**src/rtl/hbridge_multi.sv**
```systemverilog
// hbridge_multi: NCH-channel H-bridge PWM, shared period counter,
// fractional duty dither, per-leg dead time. Option: HBRIDGE_FAULT_EN.
module hbridge_multi #(
    parameter int DWID = 8,
    parameter int NCH  = 2
) (
    input  logic                clk,
    input  logic                rst,
    input  logic                i_enable,
    input  logic [DWID-1:0]     i_period,
    input  logic [DWID-1:0]     i_dead_time,
    input  logic [NCH-1:0]      i_pn,
    input  logic [NCH*DWID-1:0] i_hi_time,
    input  logic [NCH*DWID-1:0] i_hi_frac,
`ifdef HBRIDGE_FAULT_EN
    input  logic                i_fault,
    input  logic                i_fault_clr,
    output logic                o_fault,
`endif
    output logic [NCH-1:0]      o_q_tl,
    output logic [NCH-1:0]      o_q_bl,
    output logic [NCH-1:0]      o_q_tr,
    output logic [NCH-1:0]      o_q_br,
    output logic                o_period_start
);
    localparam int NLEG = 2 * NCH;

    typedef enum logic [1:0] {
        S_OFF,
        S_DEAD,
        S_HI,
        S_LO
    } leg_t;

    logic                     run_q, run_d;
    logic [DWID-1:0]          cnt_q, cnt_d;
    logic [DWID-1:0]          per_q, per_d;
    logic [DWID-1:0]          dead_q, dead_d;
    logic [NCH-1:0]           pn_q, pn_d;
    logic [NCH-1:0][DWID-1:0] acc_q, acc_d;
    logic [NCH-1:0][DWID:0]   hi_q, hi_d;
    leg_t                     st_q [NLEG];
    leg_t                     st_d [NLEG];
    logic [DWID-1:0]          dcnt_q [NLEG];
    logic [DWID-1:0]          dcnt_d [NLEG];

    logic            run;
    logic            per_zero;
    logic            last;
    logic            kill;
    logic            flt;
    logic [DWID-1:0] dead_ld;
    logic [NCH-1:0]  tgt;
    logic [NLEG-1:0] ltgt;

`ifdef HBRIDGE_FAULT_EN
    logic fault_q, fault_d;

    // fault latch; a new fault beats a simultaneous clear
    always_comb begin
        fault_d = fault_q;
        if (i_fault) begin
            fault_d = 1'b1;
        end else if (i_fault_clr) begin
            fault_d = 1'b0;
        end
    end

    assign flt     = i_fault | fault_q;
    assign o_fault = fault_q;
`else
    assign flt = 1'b0;
`endif

    assign run      = run_q & i_enable;
    assign per_zero = (per_q == '0);
    assign last     = (({1'b0, cnt_q} + (DWID+1)'(1)) == {1'b0, per_q});
    assign kill     = ~run | per_zero | flt;
    assign dead_ld  = (dead_q == '0) ? DWID'(1) : dead_q;

    // period counter, shadow load and dither accumulators
    always_comb begin
        logic [DWID:0] sum;
        logic          load;
        run_d  = run_q;
        cnt_d  = cnt_q;
        per_d  = per_q;
        dead_d = dead_q;
        pn_d   = pn_q;
        acc_d  = acc_q;
        hi_d   = hi_q;
        sum    = '0;
        load   = 1'b0;
        if (!i_enable) begin
            run_d = 1'b0;
            cnt_d = '0;
            acc_d = '0;
        end else begin
            run_d = 1'b1;
            if (!run_q || per_zero || last) begin
                load  = 1'b1;
                cnt_d = '0;
            end else begin
                cnt_d = cnt_q + DWID'(1);
            end
        end
        if (load) begin
            per_d  = i_period;
            dead_d = i_dead_time;
            pn_d   = i_pn;
            for (int k = 0; k < NCH; k++) begin
                sum = {1'b0, acc_q[k]}
                    + {1'b0, i_hi_frac[k*DWID +: DWID]};
                acc_d[k] = (i_period == '0) ? '0 : sum[DWID-1:0];
                hi_d[k]  = {1'b0, i_hi_time[k*DWID +: DWID]}
                         + {{DWID{1'b0}}, sum[DWID]};
            end
        end
    end

    // per-leg targets: left follows pwm when pn=1, right is its complement
    always_comb begin
        tgt  = '0;
        ltgt = '0;
        for (int k = 0; k < NCH; k++) begin
            tgt[k] = run & ~per_zero & ({1'b0, cnt_q} < hi_q[k]);
            ltgt[k] = pn_q[k] ? tgt[k] : ~tgt[k];
            ltgt[NCH+k] = ~ltgt[k];
        end
    end

    // leg FSMs: every change of conducting gate passes through DEAD
    always_comb begin
        for (int l = 0; l < NLEG; l++) begin
            st_d[l]   = st_q[l];
            dcnt_d[l] = dcnt_q[l];
            if (kill) begin
                st_d[l] = S_OFF;
            end else begin
                unique case (st_q[l])
                    S_OFF: begin
                        st_d[l]   = S_DEAD;
                        dcnt_d[l] = dead_ld;
                    end
                    S_DEAD: begin
                        if (dcnt_q[l] == DWID'(1)) begin
                            st_d[l] = ltgt[l] ? S_HI : S_LO;
                        end else begin
                            dcnt_d[l] = dcnt_q[l] - DWID'(1);
                        end
                    end
                    S_HI: begin
                        if (!ltgt[l]) begin
                            st_d[l]   = S_DEAD;
                            dcnt_d[l] = dead_ld;
                        end
                    end
                    S_LO: begin
                        if (ltgt[l]) begin
                            st_d[l]   = S_DEAD;
                            dcnt_d[l] = dead_ld;
                        end
                    end
                    default: st_d[l] = S_OFF;
                endcase
            end
        end
    end

    // gate decode from registered leg state
    always_comb begin
        o_q_tl = '0;
        o_q_bl = '0;
        o_q_tr = '0;
        o_q_br = '0;
        for (int k = 0; k < NCH; k++) begin
            o_q_tl[k] = (st_q[k] == S_HI);
            o_q_bl[k] = (st_q[k] == S_LO);
            o_q_tr[k] = (st_q[NCH+k] == S_HI);
            o_q_br[k] = (st_q[NCH+k] == S_LO);
        end
    end

    assign o_period_start = run & ~per_zero & (cnt_q == '0);

    // state registers
    always_ff @(posedge clk) begin
        if (rst) begin
            run_q  <= 1'b0;
            cnt_q  <= '0;
            per_q  <= '0;
            dead_q <= '0;
            pn_q   <= '0;
            acc_q  <= '0;
            hi_q   <= '0;
            for (int l = 0; l < NLEG; l++) begin
                st_q[l]   <= S_OFF;
                dcnt_q[l] <= '0;
            end
`ifdef HBRIDGE_FAULT_EN
            fault_q <= 1'b0;
`endif
        end else begin
            run_q  <= run_d;
            cnt_q  <= cnt_d;
            per_q  <= per_d;
            dead_q <= dead_d;
            pn_q   <= pn_d;
            acc_q  <= acc_d;
            hi_q   <= hi_d;
            for (int l = 0; l < NLEG; l++) begin
                st_q[l]   <= st_d[l];
                dcnt_q[l] <= dcnt_d[l];
            end
`ifdef HBRIDGE_FAULT_EN
            fault_q <= fault_d;
`endif
        end
    end

endmodule

```
**config.mk**
```make
export PLATFORM = sky130hd
export DESIGN_NAME = hbridge_multi
export DESIGN_NICKNAME = d
export VERILOG_FILES = /design/src/rtl/hbridge_multi.sv
export SDC_FILE = /design/constraint.sdc
export NUM_CORES = 1
export LEC_CHECK = 0
export ABC_CLOCK_PERIOD_IN_PS = 6000
export CAP_MARGIN = 20
export CORE_ASPECT_RATIO = 1.25
export CORE_MARGIN = 2
export CORE_UTILIZATION = 35
export CTS_CLUSTER_SIZE = 30
export DETAILED_ROUTE_END_ITERATION = 10
export MAX_ROUTING_LAYER = met4
export PLACE_DENSITY_LB_ADDON = 0.08
export RECOVER_POWER = 50
export SYNTH_ARGS = -nofsm -noshare
export SYNTH_HDL_FRONTEND = slang
export SYNTH_SLANG_ARGS = --single-unit
```
**constraint.sdc**
```tcl
create_clock -name clk -period 6 [get_ports clk]
set_clock_uncertainty 0.1 [all_clocks]
set_input_delay 1.5 -clock clk [delete_from_list [all_inputs] [get_ports clk]]
set_output_delay 1.5 -clock clk [all_outputs]
set_load 0.02 [all_outputs]
```
==> impl_metrics.toml, run 1 <==
[final_layout]
final_cells = 1008
fill_cells = 1772
final_layout_size_suffix_gt1_share_pct = 5.612
design_area_um2 = 7259
nNetsFinal = 878
n_antenna_cell = 0
syn_to_final_growth_pct = 15.88

[global_routing]
grt_remaining_overflow = 0
antenna_found_initial = 0
via_count_of_the_first_global_routing_pass = 5332
grt_use_total_pct = 18.22
grt_pass1_wl_mm = 26.66
grt_max_degree = 39

[power_and_ir_drop]
power.density_nw_per_um2 = 224.5
worst_ir_drop_vdd_v = 0.0001408
totalPowerFinal_w = 0.001630
p_leak_nw = 2.869

[placement]
gp_routability_congestion = 0.8430
placement.io_buffers = 61
dpl.cell_count = 992
place.detailed.hpwl_mm = 11.80
dpl-instance-area_um2 = 7013

[min_path]
hold_class = "flip-flop to flip-flop"

[cts]
clock-sinks = 101
worstSkewPairLatency_ns = 0.36
tritoncts.num_buffers = 9
cts_tree = "built"
cts-root-to-sink-buffers = 2
clock_slew_seen_by_the_registers_of_the_worst_setup_and_hold_paths_ns = 0.07
cts_root_buf = "clkbuf_16"
cts_repair_resized_insts = 0
clock_tree.htree_level_count = 3
ctsHoldBuffers = 0
postCtsSetupRepairBufs = 0

[detailed_routing]
dr.first_iter.drc_count = 263
dr.max_layer_used = "met4"
wl_mm = 16.29
drt-met1-wl_mm = 7.465
vias = 5371
met3RoutedLength_um = 622
route.detailed.wl_per_inst_um = 16.16
firstDrtPassIters = 4
vias_per_cell = 5.328
drt_drc_violations_left = 0
antenna_left = 0
met2WireLength_mm = 7.885

[sta]
slew-limit-headroom_pct = -38.95
tightest_slew_ns = 2.084
setup-tns-final_ns = 0
setup_failing_eps_final = 0
layout_worst_path_cycle_share_pct = 84.42
clock_period_minus_worst_slack_ns = 5.065
maxSlewViolCount = 39
setup_repair_after_global_routing_missed_its_margin = "false"
fin_worst_hold_slack_ns = 0.3753
finalHoldViolCount = 0
fmax_mhz = 197.4

[setup_path]
start_kind = "input pin"
worstPathMaxFanout = 5
critPathArrivalTime_ns = 3.47
crit_type = "input pin to output port"
critical_path_required_ns = 4.40
worstSetupEndpointType = "output port"

[synthesis]
synth_area_leaders = "dfxtp_1, ha_1, nor2_1, mux2i_1, a21oi_1"
synth_flop_cell = "dfxtp_1"
post_synth.cell_area_avg_um2 = 8.523
yosysWarnings = 0
synthTopCellsByCount = "dfxtp_1, nor2_1, a21oi_1"
synth_edf_count = 0
synth_seq_area_share_pct = 32.27
synth_largest_type_area_fraction_pct = 32.27
postSynthCellCount = 735
netlist_area_um2 = 6265
post_synth_num_cell_types = 62
postSynth.asyncResetShare_pct = 0
top_count_cell_post_synth = "dfxtp_1"
syn_nets = 834
post_synthesis_sequential_element_count = 101
yosys.area.top_type = "dfxtp_1"

[floorplanning]
die_w_um = 123.7
area_inside_the_core_boundary_um2 = 17500
initial_core_util_pct = 35.80
fp-row-count = 54
fp.dieArea_um2 = 18990
pin_count = 62
die_y_um = 153.6

[flow_run]
drv_cap = 1

[run_status]
failing_checks = "capacitance limit, slew limit"
status = "complete, but fails checks"
## critical path, cell delays in order
cell	delay, ns
dlygate4sd3_1	0.57
inv_1	0.08
nor2_1	0.42
and3_1	0.26
clkdlybuf4s50_1	0.63
## per-layer routing
metal | up-vias | track usage (%)
li1 | 2727 | -
met1 | 2516 | 22.44
met2 | 106 | 30.22
met3 | 22 | 2.596
met4 | 0 | 6.223
met5 | - | -
## report_power, final
group / total [W] / internal, W / switching (W)
clock: 0.000579 / 0.000288 / 0.000291
sequential: 0.000739 / 0.000705 / 0.0000340
combinational: 0.000312 / 0.000144 / 0.000168
## worst paths after layout
path,slack (ns),cells after the start,from,endpoint
worst max register to register,1.74,9,cnt_q[1],dead_q[7]
worst min register to register,0.38,2,dcnt_q[2][6],dcnt_q[2][6]
worst max-delay path,0.93,5,i_enable,o_period_start
worst min-delay path,0.38,2,dcnt_q[2][6],dcnt_q[2][6]
## sequential cells by signal, indices dropped and copies added, names as in the netlist
register	count
dcnt_q	32
hi_q	18
acc_q	16
cnt_q	8
dead_q	8
per_q	8
st_q	8
pn_q	2
run_q	1
## logic make-up (layout without fill, tap and decap cells)
| logic type | after synthesis | after routing | synth area share (%) |
|---|---|---|---|
| compound gates | 201 | 201 | 23.43 |
| xor+xnor | 37 | 37 | 5.952 |
| fa+ha+maj | 46 | 46 | 9.427 |
| mux | 28 | 28 | 4.474 |
| simple gates | 243 | 243 | 18.95 |
| flops | 101 | 101 | 32.27 |
| buf+inv | 79 | 128 | 5.492 |
## per-stage QoR
step,utilization (%),worst slack [ns]
6_report,41.48,0.9346
5_1_grt,41.48,0.8839
4_1_cts,41.71,0.9927
3_5_place_dp,40.08,0.9997
3_3_place_gp,40.08,1.021
2_1_floorplan,-,2.083
## layout make-up
| cell class | count | area (um^2) | share of cell area (%) |
|---|---|---|---|
| inverter | 47 | 176.4 | 2.430 |
| timing repair buffer | 65 | 628.1 | 8.652 |
| clock inverter | 7 | 60.06 | 0.8273 |
| sequential | 101 | 2022 | 27.85 |
| clock buffer | 9 | 225.2 | 3.102 |
| multi-input combinational | 555 | 3867 | 53.27 |
| tap | 224 | 280.3 | 3.861 |
## layout by cell type (no fill, tap or decap), types with 5 or more instances in the layout
cell type / instances
nand2b_1: 17
nor3b_1: 6
inv_1: 47
nor2b_1: 10
a21oi_1: 52
o311ai_0: 10
and3_1: 6
dlygate4sd3_1: 9
or4_1: 5
o21ai_0: 22
ha_1: 44
xor2_1: 15
nor4_1: 6
nor3_1: 22
mux2i_1: 28
dfxtp_1: 101
a211oi_2: 12
nor2_1: 93
nand3_1: 20
o211ai_1: 5
nand2_1: 37
a22o_1: 16
clkdlybuf4s50_1: 51
o21ai_1: 12
clkbuf_16: 9
a21o_1: 11
xnor2_1: 18
a21boi_0: 6
o21a_1: 6
o31ai_1: 18
Power figures use the tool's default switching activity.
==> inputs of run 2 (changes only) <==
--- a/config.mk
+++ b/config.mk
@@ -5,7 +5,7 @@
 export SDC_FILE = /design/constraint.sdc
 export NUM_CORES = 1
 export LEC_CHECK = 0
-export ABC_CLOCK_PERIOD_IN_PS = 6000
+export ABC_CLOCK_PERIOD_IN_PS = 4500
 export CAP_MARGIN = 20
 export CORE_ASPECT_RATIO = 1.25
 export CORE_MARGIN = 2
==> constraint.sdc (replaced) <==
create_clock -name clk -period 4.5 [get_ports clk]
set_clock_uncertainty 0.1 [all_clocks]
set_input_delay 1.125 -clock clk [delete_from_list [all_inputs] [get_ports clk]]
set_output_delay 1.125 -clock clk [all_outputs]
set_load 0.02 [all_outputs]
==> run 2 against run 1 <==
  * The flow now finishes without violations
  * Non-clock buffer count up 1
  * Combinational power up 32%
  * Sequential share of layout area down 0.21 points
  * Cell count up 0.20%
  * Clock-buffer cell count unchanged
  * Clock power up 59%
  * Routed wire length down 0.95%
  * Critical path type unchanged
  * Largest power group unchanged
  * Highest routed layer unchanged
==> impl_metrics.toml, run 2 (synthesis gave the netlist of run 1 again) <==
[run_status]
status = "complete, no violations"

[floorplanning]
fp-row-count = 54
area_inside_the_core_boundary_um2 = 17500
pin_count = 62
die_y_um = 153.6
die_w_um = 123.7
initial_core_util_pct = 35.80
fp.dieArea_um2 = 18990

[final_layout]
max_flop_register = "dcnt_q"
final_layout_size_suffix_gt1_share_pct = 5.605
largest_reg_flops = 32
largestRegisters = "dcnt_q (32), hi_q (18), acc_q (16)"
fill_cells = 1743
final_cells = 1010
nNetsFinal = 879
fin_util_pct = 41.80
most-common-layout-cells = "dfxtp_1, nor2_1, a21oi_1"
syn_to_final_growth_pct = 16.76
final_common_cell = "dfxtp_1"

[global_routing]
grt_use_total_pct = 18.16
grt_max_degree = 47
via_count_of_the_first_global_routing_pass = 5367
grt_pass1_wl_mm = 26.65
antenna_found_initial = 1
grt_remaining_overflow = 0

[sta]
fmax_mhz = 246.0
finalHoldViolCount = 0
clock_period_minus_worst_slack_ns = 4.065
setup_failing_eps_final = 0
tightest_slew_ns = 1.296
setup-tns-final_ns = 0
slew-limit-headroom_pct = 12.44
layout_worst_path_cycle_share_pct = 90.34
setup_repair_after_global_routing_missed_its_margin = "false"
maxSlewViolCount = 0

[detailed_routing]
route.detailed.wl_per_inst_um = 15.97
antenna_left = 0
drt_drc_violations_left = 0
vias = 5431
wl_mm = 16.13
firstDrtPassIters = 7
vias_per_cell = 5.377
dr.first_iter.drc_count = 307

[setup_path]
worstSetupStartpoint = "i_enable"
critPathArrivalTime_ns = 2.84
rrSetupSlack_ns = 0.46
destination_of_the_critical_timing_path = "o_period_start"
critical_path_required_ns = 3.27
start_kind = "input pin"
worstPathMaxFanout = 3
crit-reg2reg-capture = "hi_q[10]"
reg_to_reg_critical_path_startpoint = "cnt_q[0]"
crit_type = "input pin to output port"
worstSetupEndpointType = "output port"
rr_worst_depth = 9

[placement]
dpl.cell_count = 993
gp_routability_congestion = 0.8455
placement.io_buffers = 61
place.detailed.hpwl_mm = 11.85

[cts]
postCtsSetupRepairBufs = 0
cts_tree = "built"
cts-root-to-sink-buffers = 2
worstSkewPairLatency_ns = 0.36
clock_tree.htree_level_count = 3
cts_repair_resized_insts = 0
tritoncts.num_buffers = 9
clock_slew_seen_by_the_registers_of_the_worst_setup_and_hold_paths_ns = 0.07
clock-sinks = 101
ctsHoldBuffers = 0
cts_root_buf = "clkbuf_16"

[power_and_ir_drop]
swShare_pct = 27.69
clock_power_share_pct = 39.8
power.switching_w = 0.0006427
sequential_group_share_of_total_power_pct = 42.5
p_leak_nw = 2.911
power.density_nw_per_um2 = 317.3
worst_ir_drop_vdd_v = 0.0001683
pwr-share-comb_pct = 17.8
p_int_w = 0.001678

[min_path]
hold_class = "flip-flop to flip-flop"

[flow_run]
drv_cap = 0
[run 2: worst min-delay path by stage]
stage | slack, ns | depth (start not counted) | from | endpoint
floorplan | 0.35 | 2 | hi_q[17] | hi_q[17]
global placement | 0.36 | 2 | dcnt_q[0][4] | dcnt_q[0][4]
detailed placement | 0.37 | 1 | acc_q[0] | acc_q[0]
CTS | 0.38 | 2 | dcnt_q[2][4] | dcnt_q[2][4]
global route | 0.41 | 2 | hi_q[17] | hi_q[17]
finish | 0.38 | 2 | hi_q[17] | hi_q[17]
[run 2: final cells by class]
| type | instances | area, um^2 | area share [%] |
|---|---|---|---|
| Tap cell | 224 | 280.3 | 3.832 |
| Clock inverter | 7 | 123.9 | 1.693 |
| Multi-Input combinational cell | 555 | 3841 | 52.51 |
| Timing Repair Buffer | 66 | 643.1 | 8.792 |
| Antenna cell | 1 | 2.502 | 0.03421 |
| Sequential cell | 101 | 2022 | 27.64 |
| Clock buffer | 9 | 225.2 | 3.079 |
| Inverter | 47 | 176.4 | 2.412 |
[run 2: per-stage QoR]
stage	worst slack [ns]	area [um^2]	power, W	hold slack [ns]
2_1_floorplan	0.9581	6265	0.001297	0.3450
3_3_place_gp	0.1853	7033	0.001423	0.3613
3_5_place_dp	0.1141	7033	0.001430	0.3701
4_1_cts	0.4471	7382	0.002361	0.3844
5_1_grt	0.08998	7315	0.002440	0.4075
6_report	0.4349	7315	0.002321	0.3839
[run 2: power by group through the flow]
stage                     logic [W]  clock network, W  registers (W)
after floorplan            0.000309                 0       0.000987
after global placement     0.000417                 0        0.00101
after detailed placement   0.000424                 0        0.00101
after CTS                  0.000427          0.000948       0.000986
after global routing       0.000462          0.000985       0.000993
final                      0.000412          0.000923       0.000986
[run 2: metal layers]
layer / vias up / part of all wire, % / global-route usage (%)
met5: - / 0 / -
met4: 0 / 2.1 / 7.522
met3: 21 / 3.6 / 2.300
met2: 115 / 50 / 30.53
met1: 2568 / 44 / 21.61
li1: 2727 / - / -
[run 2: critical path, stage by stage]
cell,delay [ns]
dlygate4sd3_1,0.59
inv_1,0.09
nor2_1,0.18
and3_1,0.23
clkdlybuf4s50_1,0.62
==> inputs of run 3 (changes only) <==
--- a/config.mk
+++ b/config.mk
@@ -14,7 +14,7 @@
 export DETAILED_ROUTE_END_ITERATION = 10
 export MAX_ROUTING_LAYER = met4
 export PLACE_DENSITY_LB_ADDON = 0.08
-export RECOVER_POWER = 50
+export RECOVER_POWER = 25
 export SYNTH_ARGS = -nofsm -noshare
 export SYNTH_HDL_FRONTEND = slang
 export SYNTH_SLANG_ARGS = --single-unit
==> run 3 against run 2 <==
  * The run now ends with capacitance limit, slew limit left
  * Via count is essentially flat
  * Design area grew 0.21%
  * Utilization grew 0.086 points
  * Clock-buffer cell count is the same
  * Die area is the same
  * Cell count is the same
  * Fmax shrank 0.27%
  * Sequential cell count is the same
  * Critical endpoint unchanged
  * Largest power group unchanged
==> impl_metrics.toml, run 3 (synthesis gave the netlist of run 1 again) <==
[floorplanning]
pin_count = 62
fp-row-count = 54
fp.dieArea_um2 = 18990
area_inside_the_core_boundary_um2 = 17500
die_w_um = 123.7
die_y_um = 153.6
initial_core_util_pct = 35.80

[sta]
fmax_mhz = 245.3
slew-limit-headroom_pct = -6.771
finalHoldViolCount = 0
setup-tns-final_ns = 0
layout_worst_path_cycle_share_pct = 90.58
clock_period_minus_worst_slack_ns = 4.076
maxSlewViolCount = 5
setup_repair_after_global_routing_missed_its_margin = "false"
tightest_slew_ns = 1.581
setup_failing_eps_final = 0

[detailed_routing]
dr.first_iter.drc_count = 309
antenna_left = 0
vias = 5427
wl_mm = 16.10
drt_drc_violations_left = 0
firstDrtPassIters = 7
route.detailed.wl_per_inst_um = 15.94
vias_per_cell = 5.373

[cts]
cts_repair_resized_insts = 0
cts_root_buf = "clkbuf_16"
cts-root-to-sink-buffers = 2
clock-sinks = 101
cts_tree = "built"
tritoncts.num_buffers = 9
postCtsSetupRepairBufs = 0
ctsHoldBuffers = 0
worstSkewPairLatency_ns = 0.36
clock_slew_seen_by_the_registers_of_the_worst_setup_and_hold_paths_ns = 0.07
clock_tree.htree_level_count = 3

[placement]
gp_routability_congestion = 0.8455
dpl-instance-area_um2 = 7033
place.detailed.hpwl_mm = 11.85
placement.io_buffers = 61

[global_routing]
grt_remaining_overflow = 0
gr_util_met3_pct = 2.300
via_count_of_the_first_global_routing_pass = 5367
grt_util_met1_pct = 21.61
grt_max_degree = 47
antenna_found_initial = 1
grt_pass1_wl_mm = 26.65
grtUsageMet2_pct = 30.53
grt_use_total_pct = 18.16
grt_most_used_layer = "met2"

[final_layout]
most-common-layout-cells = "dfxtp_1, nor2_1, clkdlybuf4s50_1"
final_common_cell = "dfxtp_1"
largest_reg_flops = 32
max_flop_register = "dcnt_q"
design_area_um2 = 7330
nNetsFinal = 879
final_layout_size_suffix_gt1_share_pct = 5.732
largestRegisters = "dcnt_q (32), hi_q (18), acc_q (16)"
fill_cells = 1741
syn_to_final_growth_pct = 17.00

[run_status]
status = "complete, but fails checks"
failing_checks = "capacitance limit, slew limit"

[min_path]
hold_class = "flip-flop to flip-flop"

[setup_path]
cp_top_family = "buffers and inverters"
worstPathMaxFanout = 3
cpPeakStageDelay_ns = 0.62
critPathArrivalTime_ns = 2.85
crit_chain = "dlygate4sd3_1, inv_1, nor2_1, and3_1, clkdlybuf4s50_1"
start_kind = "input pin"
timing.critical_path.buf_inv = 3
crit_type = "input pin to output port"
critical_path_required_ns = 3.27
worstSetupEndpointType = "output port"
timing.critical_path.slowest_stage_cell = "clkdlybuf4s50_1"

[power_and_ir_drop]
worst_ir_drop_vdd_v = 0.0001687
p_leak_nw = 2.908
power.density_nw_per_um2 = 317.0

[flow_run]
drv_cap = 1
-- run 3: changes by cell type in the layout (fill, tap and decap cells not counted) --
cell	change
or2_1	+1
or2_0	-1
clkdlybuf4s50_1	+2
dlygate4sd3_1	-2
clkbuf_4	-1
nor2_1	-1
buf_12	+1
nor2_2	+1
-- run 3: through the flow --
step                total power [W]  worst slack [ns]  instances  hold WS, ns  utilization [%]
floorplan                  0.001297            0.9581        735       0.3450                -
global route               0.002443            0.1415       1010       0.4075            41.88
CTS                        0.002361            0.4471       1009       0.3844            42.19
finish                     0.002323            0.4240       1010       0.3842            41.88
detailed placement         0.001430            0.1141        993       0.3701            40.19
global placement           0.001423            0.1853        993       0.3613            40.19
-- run 3: cell type report --
type / instances / area [um^2] / area share (%)
Sequential cell: 101 / 2022 / 27.59
Clock inverter: 7 / 123.9 / 1.690
Tap cell: 224 / 280.3 / 3.824
Timing Repair Buffer: 66 / 655.6 / 8.945
Clock buffer: 9 / 225.2 / 3.073
Multi-Input combinational cell: 555 / 3844 / 52.44
Inverter: 47 / 176.4 / 2.407
Antenna cell: 1 / 2.502 / 0.03414
-- run 3: worst min-delay path: stages, from the launching register on --
cell,delay (ns)
dfxtp_1,0.32
nand2b_1,0.07
a21oi_1,0.05
-- run 3: worst paths after layout --
check                               from             end  slack, ns  depth (start not counted)
worst max-delay path            i_enable  o_period_start       0.42                          5
worst min-delay path            hi_q[17]        hi_q[17]       0.38                          2
worst max register to register  cnt_q[0]        hi_q[10]       0.74                          9
worst min register to register  hi_q[17]        hi_q[17]       0.38                          2
-- run 3: where the power goes --
part / internal (W) / switching (W) / total, W
Sequential: 0.000941 / 0.0000453 / 0.000986
Combinational: 0.000193 / 0.000222 / 0.000415
Clock: 0.000547 / 0.000375 / 0.000922
Total: 0.00168 / 0.000643 / 0.00232
-- run 3: per-layer routing --
layer / wire (um) / part of all wire, %
met5: 0 / 0
met4: 342 / 2.1
met3: 553 / 3.4
met2: 8000 / 50
met1: 7202 / 45
